<file path="config.mk">
export PLATFORM = sky130hd
export DESIGN_NAME = muxn_stream
export DESIGN_NICKNAME = d
export VERILOG_FILES = /design/src/rtl/muxn_pkg.sv /design/src/rtl/muxn_rr_arbiter.sv /design/src/rtl/muxn_stream.sv
export SDC_FILE = /design/constraint.sdc
export NUM_CORES = 1
export LEC_CHECK = 0
export BUFFER_PORTS_ARGS = -buffer_cell sky130_fd_sc_hd__buf_2
export CAP_MARGIN = 20
export CORE_UTILIZATION = 47
export CTS_CLUSTER_DIAMETER = 40
export DETAILED_ROUTE_END_ITERATION = 8
export MAX_ROUTING_LAYER = met4
export PLACE_DENSITY = 0.79
export SLEW_MARGIN = 20
export SYNTH_ARGS = -nofsm -noshare
export SYNTH_HDL_FRONTEND = slang
export SYNTH_HIERARCHICAL = 1
export SYNTH_SLANG_ARGS = --single-unit
</file>
<file path="constraint.sdc">
create_clock -name clk -period 2.5 [get_ports clk]
set_input_delay 0.375 -clock clk [delete_from_list [all_inputs] [get_ports clk]]
set_output_delay 0.375 -clock clk [all_outputs]
set_load 0.005 [all_outputs]
</file>
<file path="src/rtl/muxn_pkg.sv">
// Shared types and the round-robin search used by the stream mux and,
// later, the interrupt controller.
package muxn_pkg;

  typedef enum logic {MODE_SEL = 1'b0, MODE_RR = 1'b1} mux_mode_t;

  localparam int MAX_N  = 16;
  localparam int MAX_SW = 4;

  typedef struct packed {
    logic              found;
    logic [MAX_SW-1:0] idx;
  } rr_pick_t;

  // Search n channels starting just after 'last', wrapping modulo n.
  function automatic rr_pick_t rr_pick(input logic [MAX_N-1:0]  valid,
                                       input logic [MAX_SW-1:0] last,
                                       input int                n);
    rr_pick_t r;
    int c;
    r = '0;
    for (int k = 1; k <= MAX_N; k++) begin
      if (k <= n) begin
        c = (int'(last) + k) % n;
        if (!r.found && valid[c]) begin
          r.found = 1'b1;
          r.idx   = MAX_SW'(c);
        end
      end
    end
    return r;
  endfunction

endpackage

</file>
<file path="src/rtl/muxn_rr_arbiter.sv">
// Purely combinational round-robin arbiter: one-hot grant plus its index.
module muxn_rr_arbiter #(
  parameter int N  = 4,
  parameter int SW = $clog2(N)
) (
  input  logic [N-1:0]  valid,
  input  logic [SW-1:0] last,
  output logic [N-1:0]  grant,
  output logic [SW-1:0] idx
);
  import muxn_pkg::*;

  logic [MAX_N-1:0]  validExt;
  logic [MAX_SW-1:0] lastExt;
  rr_pick_t          pick;

  always_comb begin
    validExt          = '0;
    validExt[N-1:0]   = valid;
    lastExt           = '0;
    lastExt[SW-1:0]   = last;
    pick              = rr_pick(validExt, lastExt, N);
    idx               = SW'(pick.idx);
    grant             = '0;
    for (int i = 0; i < N; i++) begin
      grant[i] = pick.found && (int'(pick.idx) == i);
    end
  end

endmodule

</file>
<file path="src/rtl/muxn_stream.sv">
// N-channel valid/ready stream mux with one output register stage and a
// transfer counter. Optional even-parity output under MUXN_STREAM_PARITY_EN.
module muxn_stream #(
  parameter int N  = 4,
  parameter int W  = 8,
  parameter int CW = 16,
  parameter int SW = $clog2(N)
) (
  input  logic            clk,
  input  logic            reset,
  input  logic            mode,
  input  logic [SW-1:0]   sel,
  input  logic [N-1:0]    in_valid,
  input  logic [N*W-1:0]  in_data,
  output logic [N-1:0]    in_ready,
  output logic            out_valid,
  output logic [W-1:0]    out_data,
  output logic [SW-1:0]   out_ch,
  input  logic            out_ready,
  output logic            sel_err,
  output logic [CW-1:0]   xfer_count
`ifdef MUXN_STREAM_PARITY_EN
  ,
  output logic            out_par
`endif
);
  import muxn_pkg::*;

  logic [N-1:0]  rrGrant;
  logic [SW-1:0] rrIdx;
  logic [N-1:0]  grant;
  logic [SW-1:0] grantIdx;
  logic [W-1:0]  grantData;
  logic          selInRange;
  logic          load;

  logic          outValid_q, outValid_d;
  logic [W-1:0]  outData_q,  outData_d;
  logic [SW-1:0] outCh_q,    outCh_d;
  logic [SW-1:0] rrLast_q,   rrLast_d;
  logic [CW-1:0] xferCount_q, xferCount_d;
  logic          selErr_q,   selErr_d;

  muxn_rr_arbiter #(.N(N), .SW(SW)) uArb (
    .valid (in_valid),
    .last  (rrLast_q),
    .grant (rrGrant),
    .idx   (rrIdx)
  );

  always_comb begin
    selInRange = int'(sel) < N;
    grant      = '0;
    grantIdx   = '0;
    if (mux_mode_t'(mode) == MODE_RR) begin
      grant    = rrGrant;
      grantIdx = rrIdx;
    end else if (selInRange) begin
      for (int i = 0; i < N; i++) begin
        grant[i] = in_valid[i] && (int'(sel) == i);
      end
      grantIdx = sel;
    end
    grantData = '0;
    for (int i = 0; i < N; i++) begin
      if (grant[i]) grantData = in_data[i*W +: W];
    end
  end

  // The register may refill in the same cycle it drains; reset blocks handshakes.
  assign load     = !outValid_q || out_ready;
  assign in_ready = grant & {N{load && !reset}};

  always_comb begin
    outValid_d  = outValid_q;
    outData_d   = outData_q;
    outCh_d     = outCh_q;
    rrLast_d    = rrLast_q;
    if (load) begin
      if (|grant) begin
        outValid_d = 1'b1;
        outData_d  = grantData;
        outCh_d    = grantIdx;
        rrLast_d   = grantIdx;
      end else begin
        outValid_d = 1'b0;
      end
    end
    xferCount_d = xferCount_q + CW'(outValid_q && out_ready);
    selErr_d    = (mux_mode_t'(mode) == MODE_SEL) && !selInRange;
  end

  always_ff @(posedge clk) begin
    if (reset) begin
      outValid_q  <= 1'b0;
      outData_q   <= '0;
      outCh_q     <= '0;
      rrLast_q    <= SW'(N - 1);
      xferCount_q <= '0;
      selErr_q    <= 1'b0;
    end else begin
      outValid_q  <= outValid_d;
      outData_q   <= outData_d;
      outCh_q     <= outCh_d;
      rrLast_q    <= rrLast_d;
      xferCount_q <= xferCount_d;
      selErr_q    <= selErr_d;
    end
  end

  assign out_valid  = outValid_q;
  assign out_data   = outData_q;
  assign out_ch     = outCh_q;
  assign sel_err    = selErr_q;
  assign xfer_count = xferCount_q;

`ifdef MUXN_STREAM_PARITY_EN
  logic par_q;

  always_ff @(posedge clk) begin
    if (reset) begin
      par_q <= 1'b0;
    end else begin
      par_q <= ^outData_d;
    end
  end

  assign out_par = par_q;
`endif

endmodule

</file>
Yosys cells after proc, flatten, opt, wreduce, memory -nomap -nowiden
Index checks and enable logic that the tools add are counted.
{ "word_totals": {"register_bits": 29, "inputBits": 42, "out_inout_bits": 32, "elab_cells": 75} }
{ "classes": {"add_sub_neg": 5, "n_lt_le_gt_ge": 4, "n_eq_ne": 6, "mux": 23, "bitwise_logic": 5, "n_reduce_logical": 27} }
{ "op_table": {"columns": ["cell", "count"], "rows": [
  ["$mux W8", 4],
  ["$lt A3 B6 Y1 const B", 4],
  ["$mux W5", 4],
  ["$add A16 B1 Y16", 1],
  ["$logic_and A1 B1 Y1", 13],
  ["$bmux W1 S3", 4],
  ["$mux W1", 9],
  ["$eq A4 B3 Y1 const B", 2],
  ["$reduce_or A2 Y1", 4],
  ["$logic_not A1 Y1", 5],
  ["$add A2 B1 Y2 const B", 2],
  ["$add A2 B2 Y2 const B", 2],
  ["$and A1 B1 Y1 const A", 4],
  ["$and A4 B4 Y4", 1],
  ["$eq A2 B2 Y1 const B", 2],
  ["$eq A4 B2 Y1 const B", 1],
  ["$logic_not A4 Y1", 1],
  ["$mux W4", 1],
  ["$reduce_or A4 Y1", 1],
  ["$eq A2 B1 Y1 const B", 1],
  ["$logic_not A2 Y1", 1],
  ["$mux W2", 1],
  ["$reduce_and A2 Y1", 1],
  ["$logic_or A1 B1 Y1", 1]
]} }

Longest topological paths before layout
Gate-level depths: netlist (run 1).
{ "depth": {"word_depth": 23, "mapped_depth": 10, "depth_no_buf": 8} }

By module
Netlist (run 1), hierarchy kept.
{ "modules_own_cells": {"columns": ["module", "instances", "cells_per_inst", "area_each_um2", "seq_area_each_um2"], "rows": [
  ["muxn_stream", 1, 189, 1510.2, 580.6],
  ["muxn_rr_arbiter", 1, 28, 182.7, 0.0]
]} }

Worst setup path before layout (run 1)
No wires, ideal clock.
{ "synth_path": {"kind": "input-to-reg", "startpoint": "input port in_valid[3]", "endpoint": "register outData_q[1], in the netlist out_data[1]", "setup_ps": 88, "arrival_ps": 1922, "required_ps": 2412, "slack_ps": 490, "stages": 9, "n_path_buf": 2, "path_cell_list": "buf_2 nand2b_1 a21oi_1 and3b_1 nand2_1 o21ai_2 o41a_1 buf_6 a311oi_2"} }
{ "synth_between": {"elab_cells_between_ends": 38, "classes_between": "eq/ne (3); mux (21); reduce/logical (14)"} }
{ "synth_lines": {"columns": ["element", "line_no", "text"], "rows": [
  ["from (decl)", "muxn_stream.sv:13", "input logic [N-1:0] in_valid,"],
  ["$bmux W1 S3", "muxn_pkg.sv:25", "if (!r.found && valid[c]) begin"],
  ["$mux W1 (not written as such) (2 in a row)", "muxn_pkg.sv:25", null],
  ["$mux W5", "muxn_pkg.sv:25", null],
  ["$logic_not A1 Y1", "muxn_pkg.sv:25", null],
  ["$logic_and A1 B1 Y1", "muxn_pkg.sv:25", null],
  ["$mux W5", "muxn_pkg.sv:25", null],
  ["$logic_not A1 Y1", "muxn_pkg.sv:25", null],
  ["$logic_and A1 B1 Y1", "muxn_pkg.sv:25", null],
  ["[2 not listed]", null, null],
  ["$logic_and A1 B1 Y1", "muxn_pkg.sv:25", null],
  ["$mux W5 *", "muxn_pkg.sv:25", null],
  ["$eq A4 B3 Y1", "muxn_rr_arbiter.sv:26", "grant[i] = pick.found && (int'(pick.idx) == i);"],
  ["$logic_and A1 B1 Y1 *", "muxn_rr_arbiter.sv:26", null],
  ["named net rrGrant[2]", "muxn_stream.sv:29", "logic [N-1:0] rrGrant;"],
  ["$mux W4 *", "muxn_stream.sv:55", "if (mux_mode_t'(mode) == MODE_RR) begin"],
  ["$reduce_or A4 Y1 / $mux W8 (equally long branches)", "muxn_stream.sv:80, muxn_stream.sv:66", null],
  ["$reduce_and A2 Y1 (no source line) / $mux W8 (equally long branches)", null, null],
  ["to (signal assigned)", "muxn_stream.sv:103", "outData_q <= outData_d;"],
  ["to (decl)", "muxn_stream.sv:38", "logic [W-1:0] outData_q, outData_d;"]
]} }
Mark *: on every way through the listed nets, which the timed path passes. The rest lies on a longest branch. The select of a mux whose other input is x is not followed.
A chain may end at the register's enable or synchronous reset.

Worst setup path in the final report (run 1)
{ "layout_path": {"startpoint": "register rrLast_q[1]", "endpoint": "output port in_ready[0]"} }
{ "layout_between": {"elab_chain_len": 20, "elab_cells_between_ends": 38, "classes_between": "add/sub (4); mux (17); bitwise (5); reduce/logical (12)"} }
{ "layout_lines": {"columns": ["element", "line_no", "text"], "rows": [
  ["from (decl)", "muxn_stream.sv:40", "logic [SW-1:0] rrLast_q, rrLast_d;"],
  ["from (signal assigned)", "muxn_stream.sv:98", "rrLast_q <= SW'(N - 1);"],
  ["from (signal assigned)", "muxn_stream.sv:105", "rrLast_q <= rrLast_d;"],
  ["$add A2 B1 Y2", "muxn_pkg.sv:24", "c = (int'(last) + k) % n;"],
  ["$reduce_or A2 Y1 (no source line)", null, null],
  ["$and A1 B1 Y1 (no source line)", null, null],
  ["$bmux W1 S3", "muxn_pkg.sv:25", null],
  ["$mux W1 (not written as such) (2 in a row)", "muxn_pkg.sv:25", null],
  ["$mux W5", "muxn_pkg.sv:25", null],
  ["$logic_not A1 Y1", "muxn_pkg.sv:25", null],
  ["$logic_and A1 B1 Y1", "muxn_pkg.sv:25", null],
  ["[4 not listed]", null, null],
  ["$logic_not A1 Y1", "muxn_pkg.sv:25", null],
  ["$logic_and A1 B1 Y1", "muxn_pkg.sv:25", null],
  ["$mux W5 *", "muxn_pkg.sv:25", null],
  ["$logic_not A4 Y1", "muxn_rr_arbiter.sv:26", null],
  ["$logic_and A1 B1 Y1 *", "muxn_rr_arbiter.sv:26", null],
  ["named net rrGrant[0]", "muxn_stream.sv:29", null],
  ["$mux W4 *", "muxn_stream.sv:55", null],
  ["$and A4 B4 Y4 *", "muxn_stream.sv:72", "assign in_ready = grant & {N{load && !reset}};"],
  ["to (decl)", "muxn_stream.sv:15", "output logic [N-1:0] in_ready,"]
]} }
Marked as above.

==> results of run 1 <==
[per-layer routing]
metal | GRT usage (%) | wire length, µm | up-vias
li1 | - | - | 920
met1 | 28.9 | 1890 | 847
met2 | 37.1 | 2090 | 74
met3 | 5.59 | 254 | 6
met4 | 12.7 | 65 | 0
met5 | - | 0 | -
[power breakdown]
part	switching, mW	leakage (nW)	total (mW)	internal, mW
clock network	0.163	0.0413	0.326	0.163
logic	0.162	0.709	0.307	0.145
registers	0.0291	0.237	0.529	0.499
total	0.354	0.987	1.16	0.808
[layout by cell type (no fill, tap or decap), types with 7 or more instances in the layout]
master | netlist | routed
a311oi_1 | 7 | 7
dfxtp_1 | 29 | 29
buf_4 | 3 | 7
buf_2 | 5 | 72
nor2_1 | 34 | 34
nand3_1 | 14 | 14
a211o_1 | 8 | 8
a21oi_1 | 19 | 19
nand2_1 | 17 | 17
o21ai_0 | 7 | 7
[cells by family after synthesis]
group	Yosys count	share of synthesized area, %
adders and majority gates	2	1.48
muxes	2	1.18
other	1	0.222
AOI/OAI and AO/OA	57	23.9
xor gates and xnor gates	9	4.66
DFF	29	34.3
and+or+nand+nor	97	27.9
buffers and inverters	20	6.36
[sequential cells by signal, summed over array words and instances (netlist names)]
signal      flops
xfer_count     16
out_data        8
out_valid       1
rrLast_q        2
out_ch          2
[cells in the mapped netlist (4+ instances only)]
library cell  number  area, µm²
nand2_1           17       63.8
or3_1              6       37.5
dfxtp_1           29        581
xor2_1             4       35.0
nor2_1            34        128
a21oi_1           19       95.1
a211o_1            8       70.1
xnor2_1            5       43.8
inv_1              6       22.5
buf_2              5       25.0
a311oi_1           7       61.3
nor2b_1            4       25.0
nand3_1           14       70.1
nor3_1             6       30.0
o21ai_0            7       35.0
[critical path: stages, from the launching register on]
cell and delay (ns):
dfxtp_1 0.54, inv_2 0.12, a21oi_1 0.15, o221a_1 0.20
nand2_1 0.06, o41ai_2 0.08, buf_4 0.24, nor2b_1 0.14
buf_2 0.12
[worst paths after layout]
path / start / end / slack [ns] / depth (start not counted)
worst max register to register: rrLast_q[1]$_SDFFE_PP1P_ / rrLast_q[0]$_SDFFE_PP1P_ / 0.27 / 8
worst min-delay path: in_data[24] / out_data[0]$_SDFFE_PP0P_ / 0.30 / 3
worst min register to register: out_ch[1]$_SDFFE_PP0P_ / out_ch[1]$_SDFFE_PP0P_ / 0.50 / 2
worst max-delay path: rrLast_q[1]$_SDFFE_PP1P_ / in_ready[0] / 0.17 / 8
[metrics by stage]
| stage | hold slack [ns] | util (%) | setup slack [ns] |
|---|---|---|---|
| 2_1_floorplan | 0.471 | - | 0.490 |
| 3_3_place_gp | 0.485 | 61.6 | 0.264 |
| 3_5_place_dp | 0.489 | 61.6 | 0.171 |
| 4_1_cts | 0.292 | 63.7 | 0.166 |
| 5_1_grt | 0.311 | 63.8 | 0.0409 |
| 6_report | 0.303 | 63.8 | 0.166 |
[final cells by class]
class / count / area [µm²] / share of cell area [%]
Timing Repair Buffer: 79 / 413 / 19.1
Clock inverter: 1 / 5.00 / 0.232
Clock buffer: 7 / 65.1 / 3.01
Sequential cell: 29 / 581 / 26.9
Multi-Input combinational cell: 168 / 1010 / 46.9
Tap cell: 46 / 57.6 / 2.66
Inverter: 7 / 26.3 / 1.22
==> reports/qor.txt, run 1 <==
Status: completed
Antenna violations before repair: 0
Filler Cell Count: 298
Clk pin slew, worst setup/hold paths: 0.09 ns
Routed len/inst: 12.7 µm
RSZ-0062 raised after global routing: no
Data arrival time of the worst path: 1.96 ns
Die W: 62.0 µm
Tmin final: 2.33 ns
Maximum VDD drop: 0.000294 V
Placed Area: 2090 µm²
Via-to-Cell Ratio: 5.48
Share of async-settable or async-resettable flops after synthesis: 0%
Initial Util: 49.9%
Gate Count Post-Synth: 217
Clock buffer depth: 2
Syn avg cell area: 7.80 µm²
TritonCTS sink count: 29
Final setup vio count: 0
Post-CTS sizing: 0
Max frequency: 428 MHz
First-pass GRT wire length: 6560 µm
Mapped Nets: 261
YS warnings: 6
Die Area: 3850 µm²
Hold Vio Cnt, Final: 0
Kind of critical path: reg -> out
Diode count: 0
CTS tree: yes
Top_reg_cell synth: dfxtp_1
Final Slew Violations: 0
Row cnt: 21
Period Utilization, post-route: 93.4%
Setup_tns: 0 ns
Pwr dens: 538 nW/µm²
CP Data Required Time: 2.12 ns
Nets@finish: 334
Worst Hold Class: in -> reg
Post-synth EDFFs: 0
IO buf count: 72
Cell Area, Synth: 1690 µm²
Unique masters post-synth: 48
Clock Skew: 0.0128 ns
Worst setup SP type: flop
Post-route cell area: 2160 µm²
Register bit count reported by yosys: 29
Vias in the first global route: 1576
Share of cells above drive strength 1: 32.6%
Core area: 3390 µm²
Maxcap violations: 0
Dpl cells: 329
DRC Markers: 0
Largest net degree at the start of global routing: 30
Grt ovf: 0
Post-CTS setup buffers: 0
DR pass1 iterations: 4
DRT antenna net count: 0
Area grow syn2layout: 27.6%
Setup crit end kind: primary output
I/O Pins: 74
H-tree depth: 2
DIE HEIGHT: 62.0 µm
Seq/Total Area, Yosys: 34.3%
Fin cells: 337
Routed WL: 4290 µm
Crit path max fanout: 10
Hold buffers post-CTS: 0
Static leakage: 0.987 nW
Root Buffer: clkbuf_4
Vias: 1847
Starting DRT DRC Count: 74
DP Wirelength: 3170 µm
Clk Latency, worst-skew pair: 0.33 ns
Gpl congestion: 0.855
CTS Buf Count: 5
All-Layer GR Usage: 24.0%
Total power: 1.16 mW
Note: power is estimated with default switching activity, not from simulation.
==> run 2: changes to the inputs <==
--- a/config.mk
+++ b/config.mk
@@ -6,12 +6,13 @@
 export NUM_CORES = 1
 export LEC_CHECK = 0
 export BUFFER_PORTS_ARGS = -buffer_cell sky130_fd_sc_hd__buf_2
-export CAP_MARGIN = 20
 export CORE_UTILIZATION = 47
 export CTS_CLUSTER_DIAMETER = 40
 export DETAILED_ROUTE_END_ITERATION = 8
 export MAX_ROUTING_LAYER = met4
 export PLACE_DENSITY = 0.79
+export RECOVER_POWER = 25
+export SKIP_LAST_GASP = 1
 export SLEW_MARGIN = 20
 export SYNTH_ARGS = -nofsm -noshare
 export SYNTH_HDL_FRONTEND = slang
==> run 2 against run 1 <==
Net effect: via count is 0.16% higher; register-to-register slack barely moved; worst setup slack better by 0.0071 ns; highest routed layer unchanged.
==> reports/qor.txt, run 2 (same netlist as run 1, synthesis figures left out) <==
Setup crit end kind: primary output
Final setup vio count: 0 (unchanged)
Setup_tns: 0 ns (unchanged)
CP Cell Sequence: and2b_4 > o21ai_1 > a32o_1 > nand2_1 > o21ai_1 > buf_4 > nor2b_1 > buf_2
Grt ovf: 0 (unchanged)
CP Buf/Inv Count: 2 (-1)
Filler Cell Count: 301 (+1.0%)
Die Area: 3850 µm² (unchanged)
CTS tree: yes
Pwr dens: 538 nW/µm² (about the same)
Via-to-Cell Ratio: 5.49 (+0.16%)
Row cnt: 21 (unchanged)
Hold Vio Cnt, Final: 0 (unchanged)
Routed WL: 4280 µm (-0.23%)
Clk pin slew, worst setup/hold paths: 0.09 ns (about the same)
DR WL met3: 271 µm (+6.7%)
Largest net degree at the start of global routing: 30 (unchanged)
Clk Latency, worst-skew pair: 0.33 ns (about the same)
IO buf count: 72 (unchanged)
Maximum VDD drop: 0.000297 V (+0.75%)
DRT antenna net count: 0 (unchanged)
Static leakage: 0.951 nW (-3.7%)
CTS Buf Count: 5 (unchanged)
Crit. path cell count: 8 (unchanged)
RSZ-0062 raised after global routing: no
Most frequent cells in the layout: 63 x buf_2, 34 x nor2_1, 29 x dfxtp_1, 19 x a21oi_1, 17 x nand2_1
Critical-path top delay cell: dfxtp_1
DRC Markers: 0 (unchanged)
Worst setup SP type: flop
CP Data Required Time: 2.12 ns (about the same)
Share of cells above drive strength 1: 29.6% (-3.1 points)
Area of the multi-input gates: 1010 µm² (unchanged)
Core area: 3390 µm² (unchanged)
Cell family with most CP delay: flip-flops
Root Buffer: clkbuf_4
H-tree depth: 2 (unchanged)
First-pass GRT wire length: 6560 µm (unchanged)
Clock Skew: 0.0123 ns (-0.000490 ns)
Vias: 1850 (+0.16%)
Number of flip-flops under the largest register name: 16 (unchanged)
Data arrival time of the worst path: 1.95 ns (about the same)
Die W: 62.0 µm (unchanged)
I/O Pins: 74 (unchanged)
Commonest non-fill, non-tap cell in the layout: buf_2
Cell mode on critical path: o21ai_1
Initial Util: 49.9% (unchanged)
Max incr delay on CP: 0.45 ns (-0.09 ns)
Hold path cells: 3 (unchanged)
Routed len/inst: 12.7 µm (-0.23%)
Nets@finish: 334 (unchanged)
Vias in the first global route: 1576 (unchanged)
DIE HEIGHT: 62.0 µm (unchanged)
Storage cell area: 581 µm² (unchanged)
R2r worst-path depth: 8 (unchanged)
Antenna violations before repair: 0 (unchanged)
Kind of critical path: reg -> out
Gpl congestion: 0.855 (unchanged)
Max frequency: 430 MHz (+0.31%)
DR pass1 iterations: 4 (unchanged)
Status: completed
Maxcap violations: 0 (unchanged)
Starting DRT DRC Count: 84 (+14%)
Metal-1 WL: 1840 µm (-2.7%)
Period Utilization, post-route: 93.1% (-0.28 points)
Area grow syn2layout: 27.0%
Max layer used: met4
Total power: 1.16 mW (-0.46%)
TritonCTS sink count: 29 (unchanged)
All-Layer GR Usage: 24.0% (unchanged)
Crit path max fanout: 18 (+8)
Metal2 WL: 2110 µm (+1.1%)
Diode count: 0 (unchanged)
Clock buffer depth: 2 (unchanged)
Post-Route Utilization: 63.4% (-0.33 points)
Final Slew Violations: 0 (unchanged)
Worst Hold Class: in -> reg
Tmin final: 2.33 ns (-0.00710 ns)
DP Wirelength: 3170 µm (unchanged)
## run 2: tightest hold or removal path, delay by kind of cell
| kind | cells | cell delay, ns |
|---|---|---|
| buffers and inverters | 1 | 0.09 |
| AND/OR/NAND/NOR | 1 | 0.05 |
| AO/OA/AOI/OAI | 1 | 0.08 |
## run 2: power breakdown
part           switching (mW)  internal [mW]  total [mW]
registers              0.0296          0.499       0.529
logic                   0.162          0.140       0.302
clock network           0.162          0.163       0.325
## run 2: routing by layer
metal  up-vias  track usage [%]
met5         -                -
met4         0             12.7
met3         6             5.59
met2        82             37.1
met1       843             28.9
li1        919                -
## run 2: final cells by class
class / count / area share [%]
Tap cell: 46 / 2.68
Timing Repair Buffer: 79 / 18.7
Clock buffer: 7 / 3.03
Clock inverter: 1 / 0.233
Multi-Input combinational cell: 168 / 47.1
Sequential cell: 29 / 27.0
Inverter: 7 / 1.22
## run 2: timing repair
action,in CTS,in global routing
hold buffers,0,0
setup buffers,0,0
setup endpoints to repair,0,7
resized for setup,0,1
hold endpoints to repair,0,0
## run 2: worst paths after layout
check / from / to / slack [ns]
worst min-delay path: in_data[26] / out_data[2]$_SDFFE_PP0P_ / 0.30
worst max-delay path: rrLast_q[0]$_SDFFE_PP1P_ / in_ready[3] / 0.17
worst min register to register: out_ch[1]$_SDFFE_PP0P_ / out_ch[1]$_SDFFE_PP0P_ / 0.50
worst max register to register: rrLast_q[1]$_SDFFE_PP1P_ / rrLast_q[0]$_SDFFE_PP1P_ / 0.28
## run 2: through the flow
step / hold slack [ns] / setup WS, ns / instances / instance area, µm²
final: 0.304 / 0.173 / 337 / 2150
after global placement: 0.485 / 0.264 / 329 / 2090
after detailed placement: 0.489 / 0.171 / 329 / 2090
after CTS: 0.292 / 0.166 / 337 / 2160
after floorplan: 0.471 / 0.490 / 217 / 1690
after global routing: 0.311 / 0.0409 / 337 / 2150
